**src/rtl/hdmi_timing_pkg.sv**
```systemverilog
// Shared types and constants for the HDMI video timing controller.
package hdmi_timing_pkg;

    // Controller run state.
    typedef enum logic [1:0] {
        StIdle     = 2'd0,
        StRun      = 2'd1,
        StStopPend = 2'd2
    } state_e;

    // Width of the horizontal and vertical position counters.
    localparam int unsigned CNT_W = 12;

    // 1280x720p60 default timing.
    localparam int unsigned DEF_H_ACTIVE = 1280;
    localparam int unsigned DEF_H_FP     = 110;
    localparam int unsigned DEF_H_SYNC   = 40;
    localparam int unsigned DEF_H_BP     = 220;
    localparam int unsigned DEF_V_ACTIVE = 720;
    localparam int unsigned DEF_V_FP     = 5;
    localparam int unsigned DEF_V_SYNC   = 5;
    localparam int unsigned DEF_V_BP     = 20;
    localparam logic        DEF_SYNC_POL = 1'b1;

    // True when val lies in the inclusive window [lo, hi].
    function automatic logic in_window(input logic [CNT_W-1:0] val,
                                       input logic [CNT_W-1:0] lo,
                                       input logic [CNT_W-1:0] hi);
        return (val >= lo) && (val <= hi);
    endfunction

endpackage

```
**src/rtl/hdmi_timing_cnt.sv**
```systemverilog
// Horizontal/vertical position counter pair with line wrap and end-of-frame flag.
module hdmi_timing_cnt
    import hdmi_timing_pkg::*;
#(
    parameter int unsigned H_TOTAL = DEF_H_ACTIVE + DEF_H_FP + DEF_H_SYNC + DEF_H_BP,
    parameter int unsigned V_TOTAL = DEF_V_ACTIVE + DEF_V_FP + DEF_V_SYNC + DEF_V_BP
) (
    input  logic             clk,
    input  logic             reset_n,
    input  logic             i_run,
    output logic [CNT_W-1:0] o_h_cnt,
    output logic [CNT_W-1:0] o_v_cnt,
    output logic             o_h_wrap,
    output logic             o_eof
);

    localparam logic [CNT_W-1:0] H_LAST = CNT_W'(H_TOTAL - 1);
    localparam logic [CNT_W-1:0] V_LAST = CNT_W'(V_TOTAL - 1);

    logic [CNT_W-1:0] r_h_cnt;
    logic [CNT_W-1:0] r_v_cnt;
    logic [CNT_W-1:0] w_h_next;
    logic [CNT_W-1:0] w_v_next;
    logic             w_h_last;
    logic             w_v_last;

    assign w_h_last = (r_h_cnt == H_LAST);
    assign w_v_last = (r_v_cnt == V_LAST);

    // Next position: held at origin while stopped, raster scan while running.
    always_comb begin
        w_h_next = r_h_cnt;
        w_v_next = r_v_cnt;
        if (!i_run) begin
            w_h_next = '0;
            w_v_next = '0;
        end else if (w_h_last) begin
            w_h_next = '0;
            w_v_next = w_v_last ? '0 : r_v_cnt + 1'b1;
        end else begin
            w_h_next = r_h_cnt + 1'b1;
        end
    end

    // Position registers.
    always_ff @(posedge clk or negedge reset_n) begin
        if (!reset_n) begin
            r_h_cnt <= '0;
            r_v_cnt <= '0;
        end else begin
            r_h_cnt <= w_h_next;
            r_v_cnt <= w_v_next;
        end
    end

    assign o_h_cnt  = r_h_cnt;
    assign o_v_cnt  = r_v_cnt;
    assign o_h_wrap = w_h_last;
    assign o_eof    = w_h_last & w_v_last;

endmodule

```
**src/rtl/hdmi_timing_ctrl.sv**
```systemverilog
// HDMI 24-bit video timing controller: run FSM, pixel handshake, registered outputs.
module hdmi_timing_ctrl
    import hdmi_timing_pkg::*;
#(
    parameter int unsigned H_ACTIVE = DEF_H_ACTIVE,
    parameter int unsigned H_FP     = DEF_H_FP,
    parameter int unsigned H_SYNC   = DEF_H_SYNC,
    parameter int unsigned H_BP     = DEF_H_BP,
    parameter int unsigned V_ACTIVE = DEF_V_ACTIVE,
    parameter int unsigned V_FP     = DEF_V_FP,
    parameter int unsigned V_SYNC   = DEF_V_SYNC,
    parameter int unsigned V_BP     = DEF_V_BP,
    parameter logic        SYNC_POL = DEF_SYNC_POL
) (
    input  logic        clk,
    input  logic        reset_n,
    input  logic        enable,
    input  logic [23:0] pix_data,
    input  logic        pix_valid,
    output logic        pix_ready,
    input  logic        underflow_clr,
    output logic        hdmi_hsync,
    output logic        hdmi_vsync,
    output logic        hdmi_data_e,
    output logic [23:0] hdmi_data,
    output logic        frame_start,
    output logic        busy,
    output logic        underflow
);

    localparam int unsigned H_TOTAL = H_ACTIVE + H_FP + H_SYNC + H_BP;
    localparam int unsigned V_TOTAL = V_ACTIVE + V_FP + V_SYNC + V_BP;

    localparam logic [CNT_W-1:0] H_ACT_END = CNT_W'(H_ACTIVE);
    localparam logic [CNT_W-1:0] V_ACT_END = CNT_W'(V_ACTIVE);
    localparam logic [CNT_W-1:0] H_SYNC_LO = CNT_W'(H_ACTIVE + H_FP);
    localparam logic [CNT_W-1:0] H_SYNC_HI = CNT_W'(H_ACTIVE + H_FP + H_SYNC - 1);
    localparam logic [CNT_W-1:0] V_SYNC_LO = CNT_W'(V_ACTIVE + V_FP);
    localparam logic [CNT_W-1:0] V_SYNC_HI = CNT_W'(V_ACTIVE + V_FP + V_SYNC - 1);

    state_e           r_state;
    state_e           w_state_next;
    logic             w_busy;
    logic [CNT_W-1:0] w_h_cnt;
    logic [CNT_W-1:0] w_v_cnt;
    logic             w_h_wrap;
    logic             w_eof;
    logic             w_de;
    logic             w_starve;
    logic             w_hs_act;
    logic             w_vs_act;
    logic             w_origin;

    logic             r_hsync;
    logic             r_vsync;
    logic             r_data_e;
    logic [23:0]      r_data;
    logic             r_frame_start;
    logic             r_underflow;

    hdmi_timing_cnt #(
        .H_TOTAL (H_TOTAL),
        .V_TOTAL (V_TOTAL)
    ) u_cnt (
        .clk      (clk),
        .reset_n  (reset_n),
        .i_run    (w_busy),
        .o_h_cnt  (w_h_cnt),
        .o_v_cnt  (w_v_cnt),
        .o_h_wrap (w_h_wrap),
        .o_eof    (w_eof)
    );

    // State register.
    always_ff @(posedge clk or negedge reset_n) begin
        if (!reset_n) begin
            r_state <= StIdle;
        end else begin
            r_state <= w_state_next;
        end
    end

    // Next state: a stop request lets the current frame finish; re-enable always wins.
    always_comb begin
        w_state_next = r_state;
        unique case (r_state)
            StIdle: begin
                if (enable) w_state_next = StRun;
            end
            StRun: begin
                if (!enable) w_state_next = StStopPend;
            end
            StStopPend: begin
                if (enable) begin
                    w_state_next = StRun;
                end else if (w_eof) begin
                    w_state_next = StIdle;
                end
            end
            default: w_state_next = StIdle;
        endcase
    end

    // State-decoded outputs.
    always_comb begin
        w_busy = 1'b0;
        unique case (r_state)
            StRun, StStopPend: w_busy = 1'b1;
            default:           w_busy = 1'b0;
        endcase
    end

    assign busy      = w_busy;
    assign w_de      = w_busy & (w_h_cnt < H_ACT_END) & (w_v_cnt < V_ACT_END);
    assign pix_ready = w_de;
    assign w_starve  = w_de & ~pix_valid;
    // vsync follows v_cnt, which only moves on a line wrap, so it spans whole lines.
    assign w_hs_act  = w_busy & in_window(w_h_cnt, H_SYNC_LO, H_SYNC_HI);
    assign w_vs_act  = w_busy & in_window(w_v_cnt, V_SYNC_LO, V_SYNC_HI);
    assign w_origin  = w_busy & (w_h_cnt == '0) & (w_v_cnt == '0);

    // Output stage: one register of latency for every timing/data output.
    always_ff @(posedge clk or negedge reset_n) begin
        if (!reset_n) begin
            r_hsync       <= ~SYNC_POL;
            r_vsync       <= ~SYNC_POL;
            r_data_e      <= 1'b0;
            r_data        <= '0;
            r_frame_start <= 1'b0;
        end else begin
            r_hsync       <= w_hs_act ? SYNC_POL : ~SYNC_POL;
            r_vsync       <= w_vs_act ? SYNC_POL : ~SYNC_POL;
            r_data_e      <= w_de;
            r_data        <= (w_de & pix_valid) ? pix_data : '0;
            r_frame_start <= w_origin;
        end
    end

    // Sticky starvation flag; a new starvation beats a simultaneous clear.
    always_ff @(posedge clk or negedge reset_n) begin
        if (!reset_n) begin
            r_underflow <= 1'b0;
        end else if (w_starve) begin
            r_underflow <= 1'b1;
        end else if (underflow_clr) begin
            r_underflow <= 1'b0;
        end
    end

    assign hdmi_hsync  = r_hsync;
    assign hdmi_vsync  = r_vsync;
    assign hdmi_data_e = r_data_e;
    assign hdmi_data   = r_data;
    assign frame_start = r_frame_start;
    assign underflow   = r_underflow;

    // Pixels are only ever offered inside the active window of a running frame.
    a_ready_busy: assert property (@(posedge clk) disable iff (!reset_n) pix_ready |-> busy);
    // End of frame is a line wrap by construction.
    a_eof_wrap: assert property (@(posedge clk) disable iff (!reset_n) w_eof |-> w_h_wrap);

endmodule

```
**config.mk**
```make
export PLATFORM = sky130hd
export DESIGN_NAME = hdmi_timing_ctrl
export DESIGN_NICKNAME = d
export VERILOG_FILES = /design/src/rtl/hdmi_timing_pkg.sv /design/src/rtl/hdmi_timing_cnt.sv /design/src/rtl/hdmi_timing_ctrl.sv
export SDC_FILE = /design/constraint.sdc
export NUM_CORES = 1
export LEC_CHECK = 0
export CORE_MARGIN = 1.5
export CORE_UTILIZATION = 50
export CTS_CLUSTER_DIAMETER = 200
export CTS_CLUSTER_SIZE = 30
export DETAILED_ROUTE_END_ITERATION = 8
export PLACE_DENSITY = 0.79
export SLEW_MARGIN = 0
export SYNTH_ARGS = -nofsm -noshare
export SYNTH_HDL_FRONTEND = slang
export SYNTH_SLANG_ARGS = --single-unit
export TNS_END_PERCENT = 20
```
**constraint.sdc**
```tcl
create_clock -name clk -period 2.15 [get_ports clk]
set_input_delay 0.3225 -clock clk [delete_from_list [all_inputs] [get_ports clk]]
set_output_delay 0.3225 -clock clk [all_outputs]
set_load 0.01 [all_outputs]
```
# Word-level counts from Yosys, hierarchy flattened
# Cells that the tools add are included.
# word_totals
in_bits	29
wordCells	59
register_bits	55
output_inout_bits	31
# op_classes
addsub	2
magnitude_cmp	6
n_reduce_logical	8
n_eq_ne	8
bitwise	10
mux	16
# ops
cell	count
$mux W12	5
$add A12 B1 Y12 const B	2
$logic_not A12 Y1	2
$mux W24	1
$eq A12 B10 Y1 const B	1
$eq A12 B11 Y1 const B	1
$ge A12 B10 Y1 const B	1
$ge A12 B11 Y1 const B	1
$le A12 B10 Y1 const B	1
$le A12 B11 Y1 const B	1
$lt A12 B10 Y1 const B	1
$lt A12 B11 Y1 const B	1
$and A1 B1 Y1	9
$mux W2	4
$ne A2 B2 Y1 const B	3
$pmux W2 S3	1
$mux W1	5
$ne A3 B2 Y1 const B	1
$reduce_and A3 Y1	1
$eq A2 B1 Y1 const B	1
$eq A2 B2 Y1 const B	1
$logic_and A1 B1 Y1	2
$logic_not A2 Y1	1
$reduce_bool A2 Y1	1
2 further kinds	2

# Longest topological paths before layout
# Gate-level depths: netlist of run 1.
# depth
depth_word	7
depth_mapped	7
depth_no_buf	6

# Cells and area by module
# Synthesis of run 1 repeated with hierarchy kept, for this count alone.
# unflattened
hier_cells	252
hier_area_um2	2970.3
# modules_own_cells
module	area_per_inst_um2	seq_area_each_um2	instances	cells_per_inst
hdmi_timing_ctrl	1631.6	775.7	1	114
hdmi_timing_cnt	1338.8	600.6	1	138

# Least setup slack after synthesis of run 1
# OpenSTA, ideal clock, no wires.
# synth_path
kind	register -> register
startpoint	register r_state[0]
endpoint	register r_data[10], in the netlist hdmi_data[10]
arrival_time_ns	1.958
setup_time_ns	0.066
stages_incl_launch_ff	8
synth_period_minus_slack_ns	2.024
required_time_ns	2.084
n_path_buf	1
setup_slack_ns	0.126
path_cell_list	dfrtp_1 inv_1 ha_1 nor2b_1 nand4_1 nor3b_1 clkbuf_1 and2_1
# synth_via
elab_chain_cells	7
word_cells_on_any_way	8
cone_classes	2 x eq/ne; 2 x mux; 3 x bitwise; 1 x reduce/logical
# synth_rtl
element	line	text
start, declared	hdmi_timing_ctrl.sv:41	state_e r_state;
start signal, assigned	hdmi_timing_ctrl.sv:77	r_state <= StIdle;
start signal, assigned	hdmi_timing_ctrl.sv:79	r_state <= w_state_next;
$eq A2 B1 Y1 / $eq A2 B2 Y1 (equally long branches)	hdmi_timing_ctrl.sv:107	unique case (r_state)
$reduce_or A2 Y1 *	hdmi_timing_ctrl.sv:107	
$mux W1 *	hdmi_timing_ctrl.sv:107	
net busy	hdmi_timing_ctrl.sv:27	output logic busy,
$and A1 B1 Y1 * (2 in a row)	hdmi_timing_ctrl.sv:114	assign w_de = w_busy & (w_h_cnt < H_ACT_END) & (w_v_cnt < V_ACT_END);
$and A1 B1 Y1 *	hdmi_timing_ctrl.sv:134	r_data <= (w_de & pix_valid) ? pix_data : '0;
$mux W24 *	hdmi_timing_ctrl.sv:134	
end signal, assigned	hdmi_timing_ctrl.sv:134	
end, declared	hdmi_timing_ctrl.sv:57	logic [23:0] r_data;
# The timed path passes the listed nets; every way through them passes the cells marked *.
# A chain may end at the register's enable or synchronous reset.

# Worst setup path in the final report of run 1
# layout_path
startpoint	register r_state[0]
endpoint	output busy
# layout_via
elab_chain_cells	3
word_cells_on_any_way	4
cone_classes	2 x eq/ne; 1 x mux; 1 x reduce/logical
# layout_rtl
element	line
$eq A2 B1 Y1 / $eq A2 B2 Y1 (equally long branches)	hdmi_timing_ctrl.sv:107
$reduce_or A2 Y1 *	hdmi_timing_ctrl.sv:107
$mux W1 *	hdmi_timing_ctrl.sv:107
end, declared	hdmi_timing_ctrl.sv:27
# Mark *: on every way between the ends. The rest lies on a longest branch, timed or not.

==> results of run 1 <==
cell usage in the layout, fill, tap and decap left out, drive strengths merged, types with 3 or more instances in the layout:
cell type | synthesis | routed
o211ai | 3 | 3
clkbuf | 10 | 7
o21ai | 9 | 9
ha | 12 | 12
nand2 | 13 | 13
nor3b | 3 | 3
a31o | 3 | 3
and3 | 7 | 7
a31oi | 7 | 7
nor2 | 22 | 22
inv | 10 | 10
xor2 | 8 | 8
a22o | 4 | 4
clkdlybuf4s50 | 0 | 57
nand4 | 9 | 9
nand2b | 3 | 3
dfrtp | 55 | 55
and4 | 3 | 3
buf | 4 | 16
nor2b | 4 | 4
and2 | 27 | 27
nor4 | 4 | 4
nand3 | 13 | 13
worst max-delay path: stages, from the launching register on:
cell	delay (ns)
dfrtp_1	0.36
inv_1	0.08
ha_1	0.31
buf_4	0.16
clkdlybuf4s50_1	0.54
state kept, by name, indices dropped and copies added, names as in the netlist:
register       cells
underflow          1
r_state            2
u_cnt.o_h_cnt     12
u_cnt.o_v_cnt     12
hdmi_data_e        1
frame_start        1
hdmi_data         24
hdmi_vsync         1
hdmi_hsync         1
power by group through the flow:
stage               logic (mW)  registers (mW)  clock network (mW)
finish                    1.49            1.27               0.599
global route              1.65            1.29               0.647
CTS                       1.45            1.27               0.613
detailed placement        1.43            1.29                   0
global placement          1.40            1.29                   0
floorplan                0.650            1.36                   0
per-layer routing:
metal  track usage, %  routed length, um  vias up
met5                0                  0        -
met4             4.36                 43        0
met3             9.76                755        4
met2             32.4               2730      110
met1             27.4               2400     1011
li1                 -                  -     1076
kinds of logic after synthesis:
group	share of synthesized area, %
AOI/OAI and AO/OA	11.3
xor gates and xnor gates	3.19
adders and majority gates	5.46
buffers and inverters	3.69
DFF	50.1
muxes	1.18
and+or+nand+nor	25.1
layout make-up:
| class | instances | area (um2) | share of cell area [%] |
|---|---|---|---|
| repair buffers | 74 | 706 | 19.6 |
| multi-input cells | 185 | 1290 | 35.8 |
| clock inverters | 2 | 16.3 | 0.453 |
| inverters | 10 | 37.5 | 1.04 |
| clock buffers | 6 | 82.6 | 2.30 |
| flip-flops and latches | 55 | 1380 | 38.3 |
| well taps | 70 | 87.6 | 2.44 |
how the worst max path moves through the flow:
stage               startpoint       endpoint  slack, ns  cells after the start
floorplan           r_state[0]  hdmi_data[10]       0.13                      7
global placement    r_state[0]      pix_ready       0.08                      6
detailed placement  r_state[0]      pix_ready       0.03                      6
CTS                 r_state[0]      pix_ready       0.02                      6
global route        r_state[0]           busy       0.04                      4
finish              r_state[0]           busy       0.09                      4
what timing repair did:
item / 4_1_cts / 5_1_grt
gates cloned: 0 / 0
endpoints found under the setup margin: 1 / 25
pin swaps: 2 / 2
resized for setup: 2 / 5
setup buffers: 1 / 1
through the flow:
step	setup WS (ns)	hold WS [ns]	area [um2]
2_1_floorplan	0.126	0.0269	2750
3_3_place_gp	0.0769	0.334	3470
3_5_place_dp	0.0343	0.343	3470
4_1_cts	0.0223	0.00889	3580
5_1_grt	0.0441	0.0442	3590
6_report	0.0904	-0.00138	3590
==> out/qor.yml, run 1 <==
htree_num_levels: 2
cts-root-buf: "clkbuf_8"
synth_area_mm2: 0.00275
num_rows: 26
grt_pass1_wl_um: 10000
drc: 0
maxSlewViolCount: 0
dpl.cell_count: 392
clk_pin_slew_worst_paths_ns: 0.10
rr_endpoint: "hdmi_data[19]"
grt_use_total_pct: 21.1
yosysUniqueCellTypes: 46
ioPinCount: 60
tightest_slew_ns: 0.554
wl_per_cell_um: 14.7
rsz0062_at_grt: "false"
rrSetupSlack_ns: 0.19
p_per_area_mw_per_mm2: 935
r2r_cells: 9
fmax_ghz: 0.486
peakVddDrop_mv: 0.699
synth-seq-area-share_pct: 50.1
fin_cells: 402
finalSetupTns_ns: 0
antenna_found_initial: 0
synthesis.nets: 305
worstPathMaxFanout: 7
diodes: 0
wirelength_um: 5930
fillers: 389
firstDrtPassIters: 4
antenna_left: 0
relSlewSlack_pct: 63.1
sw_frac_of_total_pct: 34.1
vias: 2201
cts.sinks: 55
cts_tree: "yes"
synth_top_cell_area_share_pct: 50.1
chipHeight_um: 77.1
finalPower_mw: 3.36
synth_common_cells: "dfrtp_1 (55), and2_1 (27), nor2_1 (22)"
nNetsFinal: 372
cts_buffer_depth: 2
synth-main-ff-cell: "dfrtp_1"
outcome: "finished with violations"
fin_util_pct: 69.0
die_w_um: 77.1
switchingPower_mw: 1.14
worstSetupEndpointType: "primary output"
grt_max_degree: 32
yosysWarnings: 0
hold_viol: 2
seqPwrFrac_pct: 37.8
yosys-top-cells-area: "dfrtp_1 (50%), and2_1 (6.1%), ha_1 (5.5%), nor2_1 (3.0%), xor2_1 (2.5%)"
crit_arrival_ns: 1.74
p_leak_nw: 1.60
dp_hpwl_um: 4390
gp_congestion: 0.826
cts_buffers: 5
comb_power_share_pct: 44.3
viasPerCell: 5.48
drtIter0Drc: 258
finalCritPeriodShare_pct: 95.8
holdBufCountCts: 0
hp-class: "in2async"
pwr-share-clk_pct: 17.8
yosysTopAreaCell: "dfrtp_1"
setup_viol: 0
async_flop_share_pct: 100
synth_edf_count: 0
die_area_mm2: 0.00595
synth-seq-cells: 55
drive_gt1_share_pct: 11.1
io_buffers: 59
clock_latency_ns: 0.30
worstSetupPathType: "reg2out"
rr_startpoint: "r_state[0]"
synth.most_common_cell: "dfrtp_1"
syn2layout_area_growth_pct: 30.7
core_area_mm2: 0.00520
intPower_mw: 2.21
syn_inst: 264
clock_skew_ns: 0.00684
hold_slack_ns: -0.00138
synth_area_per_cell_um2: 10.4
initial_core_util_pct: 52.8
grt_overflow: 0
grt_pass1_vias: 2161
cp-start-kind: "flip-flop"
period_needed_ns: 2.06
required_ns: 1.83
drv_cap: 0
violations: "negative hold slack"
Note: power is estimated with default switching activity, not from simulation.
==> inputs of run 2 (changes only) <==
--- a/config.mk
+++ b/config.mk
@@ -11,6 +11,7 @@
 export CTS_CLUSTER_SIZE = 30
 export DETAILED_ROUTE_END_ITERATION = 8
 export PLACE_DENSITY = 0.79
+export SKIP_LAST_GASP = 1
 export SLEW_MARGIN = 0
 export SYNTH_ARGS = -nofsm -noshare
 export SYNTH_HDL_FRONTEND = slang
==> run 2 against run 1 <==
The run still ends with negative hold slack left. Sequential share of layout area rose by 0.11 points. First-iteration DRC count fell by 5.8%. Count of clock-buffer cells in the layout did not move. Cell area fell by 0.28%. Largest cell class unchanged. Highest routed layer unchanged. Sequential cell count did not move. Clock power barely moved. Combinational power barely moved. Total power fell by 0.70%. Non-clock buffer count did not move. Utilization fell by 0.19 points. Wire length fell by 0.41%.
==> out/qor.yml, run 2 (synthesis results as in run 1) <==
outcome: "finished with violations"
violations: "negative hold slack"
dpl.cell_count: 392  # unchanged
dp_slack_ns: 0.0343  # unchanged
fillers: 394  # +1.3%
fmax_ghz: 0.490  # +0.97%
vias: 2210  # +0.41%
diodes: 0  # unchanged
p_leak_nw: 1.60  # -0.39%
nNetsFinal: 372  # unchanged
drive_gt1_share_pct: 10.8  # -0.30 points
setup_viol: 0  # unchanged
hold_slack_ns: -0.00552  # -0.00414 ns
cts.sinks: 55  # unchanged
cp_num_cells: 4  # unchanged
path_delay_family: "buffers and inverters"
fin_cells: 402  # unchanged
hold_viol: 9  # +7
grt_pass1_vias: 2161  # unchanged
largest_reg_flops: 24  # unchanged
rr_endpoint: "hdmi_data[19]"
post-route-worst-setup-slack_ns: 0.110  # +0.0198 ns
grt_overflow: 0  # unchanged
cp-start-kind: "flip-flop"
io_buffers: 59  # unchanged
crit_slowest_cell: "clkdlybuf4s50_1"
antenna_left: 0  # unchanged
clock_skew_ns: 0.00611  # -0.000738 ns
r2r_cells: 9  # unchanged
drv_cap: 0  # unchanged
num_rows: 26  # unchanged
cts_buffers: 5  # unchanged
peakVddDrop_mv: 0.697  # -0.21%
rrSetupSlack_ns: 0.13  # -0.06 ns
dp_hpwl_um: 4390  # unchanged
rr_startpoint: "r_state[0]"
crit_path_start: "r_state[0]"
crit_arrival_ns: 1.72  # -0.02 ns
mostFrequentLayoutCells: "clkdlybuf4s50_1 (57), dfrtp_1 (55), and2_1 (27)"
wl_per_cell_um: 14.7  # -0.41%
cts_tree: "yes"
relSlewSlack_pct: 63.3  # +0.20 points
drtIter0Drc: 243  # -5.8%
worstSetupPathType: "reg2out"
firstDrtPassIters: 4  # unchanged
cts_buffer_depth: 2  # unchanged
crit_end: "busy"
drc: 0  # unchanged
required_ns: 1.83  # about the same
cts-root-buf: "clkbuf_8"
crit_chain: "inv_1, ha_1, buf_4, clkdlybuf4s50_1"
ioPinCount: 60  # unchanged
initial_core_util_pct: 52.8  # unchanged
die_area_mm2: 0.00595  # unchanged
finalSetupTns_ns: 0  # unchanged
die_w_um: 77.1  # unchanged
rsz0062_at_grt: "true"
tightest_slew_ns: 0.551  # -0.00293 ns
regArea_mm2: 0.00138  # unchanged
syn2layout_area_growth_pct: 30.3
viasPerCell: 5.50  # +0.41%
worstSetupEndpointType: "primary output"
path_buf_inv: 3  # unchanged
multi_input_area_mm2: 0.00128  # -0.78%
finalPower_mw: 3.34  # -0.70%
htree_num_levels: 2  # unchanged
final_common_cell: "clkdlybuf4s50_1"
core_area_mm2: 0.00520  # unchanged
gp_congestion: 0.826  # unchanged
finalCritPeriodShare_pct: 94.9  # -0.92 points
hp-class: "in2async"
clk_pin_slew_worst_paths_ns: 0.10  # about the same
wirelength_um: 5900  # -0.41%
grt_use_total_pct: 21.1  # unchanged
slowest_delay_ns: 0.54  # about the same
grt_max_degree: 32  # unchanged
chipHeight_um: 77.1  # unchanged
grt_pass1_wl_um: 10000  # unchanged
maxSlewViolCount: 0  # unchanged
p_per_area_mw_per_mm2: 931  # -0.42%
clock_latency_ns: 0.30  # about the same
worstPathMaxFanout: 7  # unchanged
period_needed_ns: 2.04  # -0.0198 ns
antenna_found_initial: 0  # unchanged
## run 2: cell counts in the layout (fill, tap and decap cells not counted)
Identical to the previous run, type by type.
## run 2: power breakdown
| group | internal (mW) | total [mW] | switching, mW |
|---|---|---|---|
| Sequential | 1.20 | 1.27 | 0.0721 |
| Clock | 0.264 | 0.596 | 0.333 |
| Combinational | 0.737 | 1.47 | 0.730 |
| Total | 2.20 | 3.34 | 1.14 |
## run 2: worst register-to-register path, stage by stage, from the launching register on
cell and delay (ns):
dfrtp_1 0.36, inv_1 0.07, ha_1 0.30, nor2b_2 0.16, nand4_1 0.18, buf_4 0.18
buf_4 0.12, nor3b_1 0.20, buf_4 0.24, and2_1 0.16
## run 2: area by class of cell
class | instances | area share [%]
tap | 70 | 2.44
inverter | 10 | 1.05
sequential | 55 | 38.4
timing repair buffer | 74 | 19.7
clock buffer | 6 | 2.31
clock inverter | 2 | 0.454
multi-input combinational | 185 | 35.6
## run 2: repair_timing
item	in CTS	in global routing
pin swaps	2	2
setup endpoints to repair	1	25
hold buffers	0	0
resized for setup	2	3
buffers inserted	1	1
## run 2: per-layer routing
layer / wire length (um) / global-route usage, % / up-vias / share of wire (%)
li1: - / - / 1074 / -
met1: 2480 / 27.4 / 1027 / 42
met2: 2690 / 32.4 / 105 / 46
met5: 0 / 0 / - / 0
met4: 44 / 4.36 / 0 / 0.75
met3: 682 / 9.76 / 4 / 12
## run 2: worst min-delay path by stage
stage / start / endpoint / slack [ns] / cells after the start
6_report: reset_n / hdmi_data[7] / -0.006 / 1
4_1_cts: reset_n / hdmi_data[0] / 0.009 / 1
5_1_grt: reset_n / hdmi_data[0] / 0.04 / 1
3_3_place_gp: reset_n / hdmi_data[7] / 0.33 / 1
3_5_place_dp: reset_n / hdmi_data[7] / 0.34 / 1
2_1_floorplan: reset_n / frame_start / 0.03 / 0
## run 2: stage by stage
stage / utilization, % / hold WS (ns) / area [um2]
finish: 68.8 / -0.00552 / 3580
global route: 68.8 / 0.0442 / 3580
CTS: 68.7 / 0.00889 / 3580
detailed placement: 66.6 / 0.343 / 3470
global placement: 66.6 / 0.334 / 3470
floorplan: - / 0.0269 / 2750
==> inputs of run 3 (changes only) <==
==> constraint.sdc (replaced) <==
create_clock -name clk -period 2.15 [get_ports clk]
set_input_delay 0.3225 -clock clk [delete_from_list [all_inputs] [get_ports clk]]
set_output_delay 0.3225 -clock clk [all_outputs]
set_load 0.05 [all_outputs]
==> run 3 against run 2 <==
The flow now finishes without violations. Sequential share of layout area down 0.50 points. Utilization increased by 0.91 points. Wire length increased by 1.6%. Worst hold slack better by 0.47 ns. Global-route usage grew 0.072 points. Total power up 22%. First-iteration DRC count is 40% lower. Maximum frequency up 0.24%. Register-to-register slack about the same. Critical path depth rose by 2. Worst setup slack gained 0.0049 ns. Critical path type unchanged. Highest routed layer unchanged.
==> out/qor.yml, run 3 (synthesis results as in run 1) <==
finalPower_mw: 4.06  # +22%
wl_per_cell_um: 14.8  # +1.1%
grt_use_total_pct: 21.1  # +0.072 points
antenna_left: 0  # unchanged
cts-root-buf: "clkbuf_8"
relSlewSlack_pct: 59.5  # -3.7 points
grt_pass1_wl_um: 9910  # -0.90%
mostFrequentLayoutCells: "clkdlybuf4s50_1 (56), dfrtp_1 (55), and2_1 (27)"
crit_slowest_cell: "dfrtp_1"
finalSetupTns_ns: 0  # unchanged
crit_arrival_ns: 1.71  # about the same
cp-start-kind: "flip-flop"
dp_hpwl_um: 4270  # -2.8%
period_needed_ns: 2.03  # -0.00495 ns
hp-class: "in2async"
io_buffers: 59  # unchanged
p_per_area_mw_per_mm2: 1120  # +20%
clk_pin_slew_worst_paths_ns: 0.10  # about the same
fillers: 411  # +4.3%
worstSetupEndpointType: "primary output"
maxSlewViolCount: 0  # unchanged
p_leak_nw: 1.61  # +0.92%
nNetsFinal: 374  # +0.54%
hold_slack_ns: 0.467  # +0.473 ns
clock_latency_ns: 0.30  # about the same
drive_gt1_share_pct: 11.7  # +0.83 points
finalCritPeriodShare_pct: 94.6  # -0.23 points
drtIter0Drc: 146  # -40%
cts_buffer_depth: 2  # unchanged
cts_tree: "yes"
grt_pass1_vias: 2136  # -1.2%
worstPathMaxFanout: 3  # -4
hold_viol: 0  # -9
ioPinCount: 60  # unchanged
crit_chain: "inv_1, ha_4, nor2b_4, nand4_1, nor2_4, buf_12"
fin_cells: 404  # +0.50%
final_area_mm2: 0.00363  # +1.3%
dpl.cell_count: 389  # -0.77%
htree_num_levels: 2  # unchanged
firstDrtPassIters: 6  # +2
cts.sinks: 55  # unchanged
largest_reg_flops: 24  # unchanged
antenna_found_initial: 0  # unchanged
wirelength_um: 6000  # +1.6%
grt_overflow: 0  # unchanged
final_common_cell: "clkdlybuf4s50_1"
drv_cap: 0  # unchanged
post-route-worst-setup-slack_ns: 0.115  # +0.00494 ns
rsz0062_at_grt: "true"
setup_viol: 0  # unchanged
fin_util_pct: 69.7  # +0.91 points
path_delay_family: "simple AND/OR/NAND/NOR gates"
diodes: 0  # unchanged
placed_cell_area_mm2: 0.00347  # unchanged
path_buf_inv: 2  # -1
gp_congestion: 0.903  # +9.3%
viasPerCell: 5.58  # +1.5%
drc: 0  # unchanged
fmax_ghz: 0.491  # +0.24%
num_rows: 26  # unchanged
syn2layout_area_growth_pct: 32.0
initial_core_util_pct: 52.8  # unchanged
tightest_slew_ns: 0.604  # +0.0531 ns
vias: 2255  # +2.0%
cts_buffers: 5  # unchanged
chipHeight_um: 77.1  # unchanged
grt_max_degree: 25  # -22%
slowest_delay_ns: 0.35  # -0.19 ns
dp_slack_ns: 0.147  # +0.113 ns
die_w_um: 77.1  # unchanged
clock_skew_ns: 0.00581  # -0.000297 ns
die_area_mm2: 0.00595  # unchanged
core_area_mm2: 0.00520  # unchanged
worstSetupPathType: "reg2out"
peakVddDrop_mv: 0.857  # +23%
required_ns: 1.83  # about the same
outcome: "complete, no violations"
-- run 3: area by class of cell --
| cell class | count | area [um2] | share of cell area [%] |
|---|---|---|---|
| Sequential cell | 55 | 1380 | 37.9 |
| Multi-Input combinational cell | 185 | 1300 | 35.9 |
| Timing Repair Buffer | 76 | 736 | 20.3 |
| Tap cell | 70 | 87.6 | 2.41 |
| Clock buffer | 6 | 72.6 | 2.00 |
| Inverter | 10 | 37.5 | 1.03 |
| Clock inverter | 2 | 16.3 | 0.448 |
-- run 3: routing by layer --
metal | GRT usage (%) | vias to the layer above | part of all wire [%]
met4 | 7.09 | 0 | 1.6
met3 | 8.57 | 10 | 11
met2 | 31.9 | 101 | 45
met5 | 0 | - | 0
met1 | 27.6 | 1068 | 43
li1 | - | 1076 | -
-- run 3: final timing paths --
kind	startpoint	slack, ns	cells past startpoint	endpoint
worst max-delay path	r_state[0]	0.12	6	pix_ready
worst min register to register	underflow	0.54	2	underflow
worst max register to register	u_cnt.o_h_cnt[1]	0.12	6	u_cnt.o_v_cnt[6]
max in group asynchronous	reset_n	1.07	3	hdmi_data[17]
worst min-delay path	reset_n	0.47	2	hdmi_data[5]
min in group clk	underflow	0.54	2	underflow
-- run 3: timing repair --
item                       4_1_cts  5_1_grt
setup endpoints to repair        1       27
hold endpoints to repair        18        0
gates resized for setup          1        2
hold buffers                     1        0
pin swaps                        2        3
setup buffers                    4        2
-- run 3: power by group --
group	switching (mW)	internal (mW)
clock	0.333	0.235
combinational	1.31	0.914
sequential	0.0650	1.20
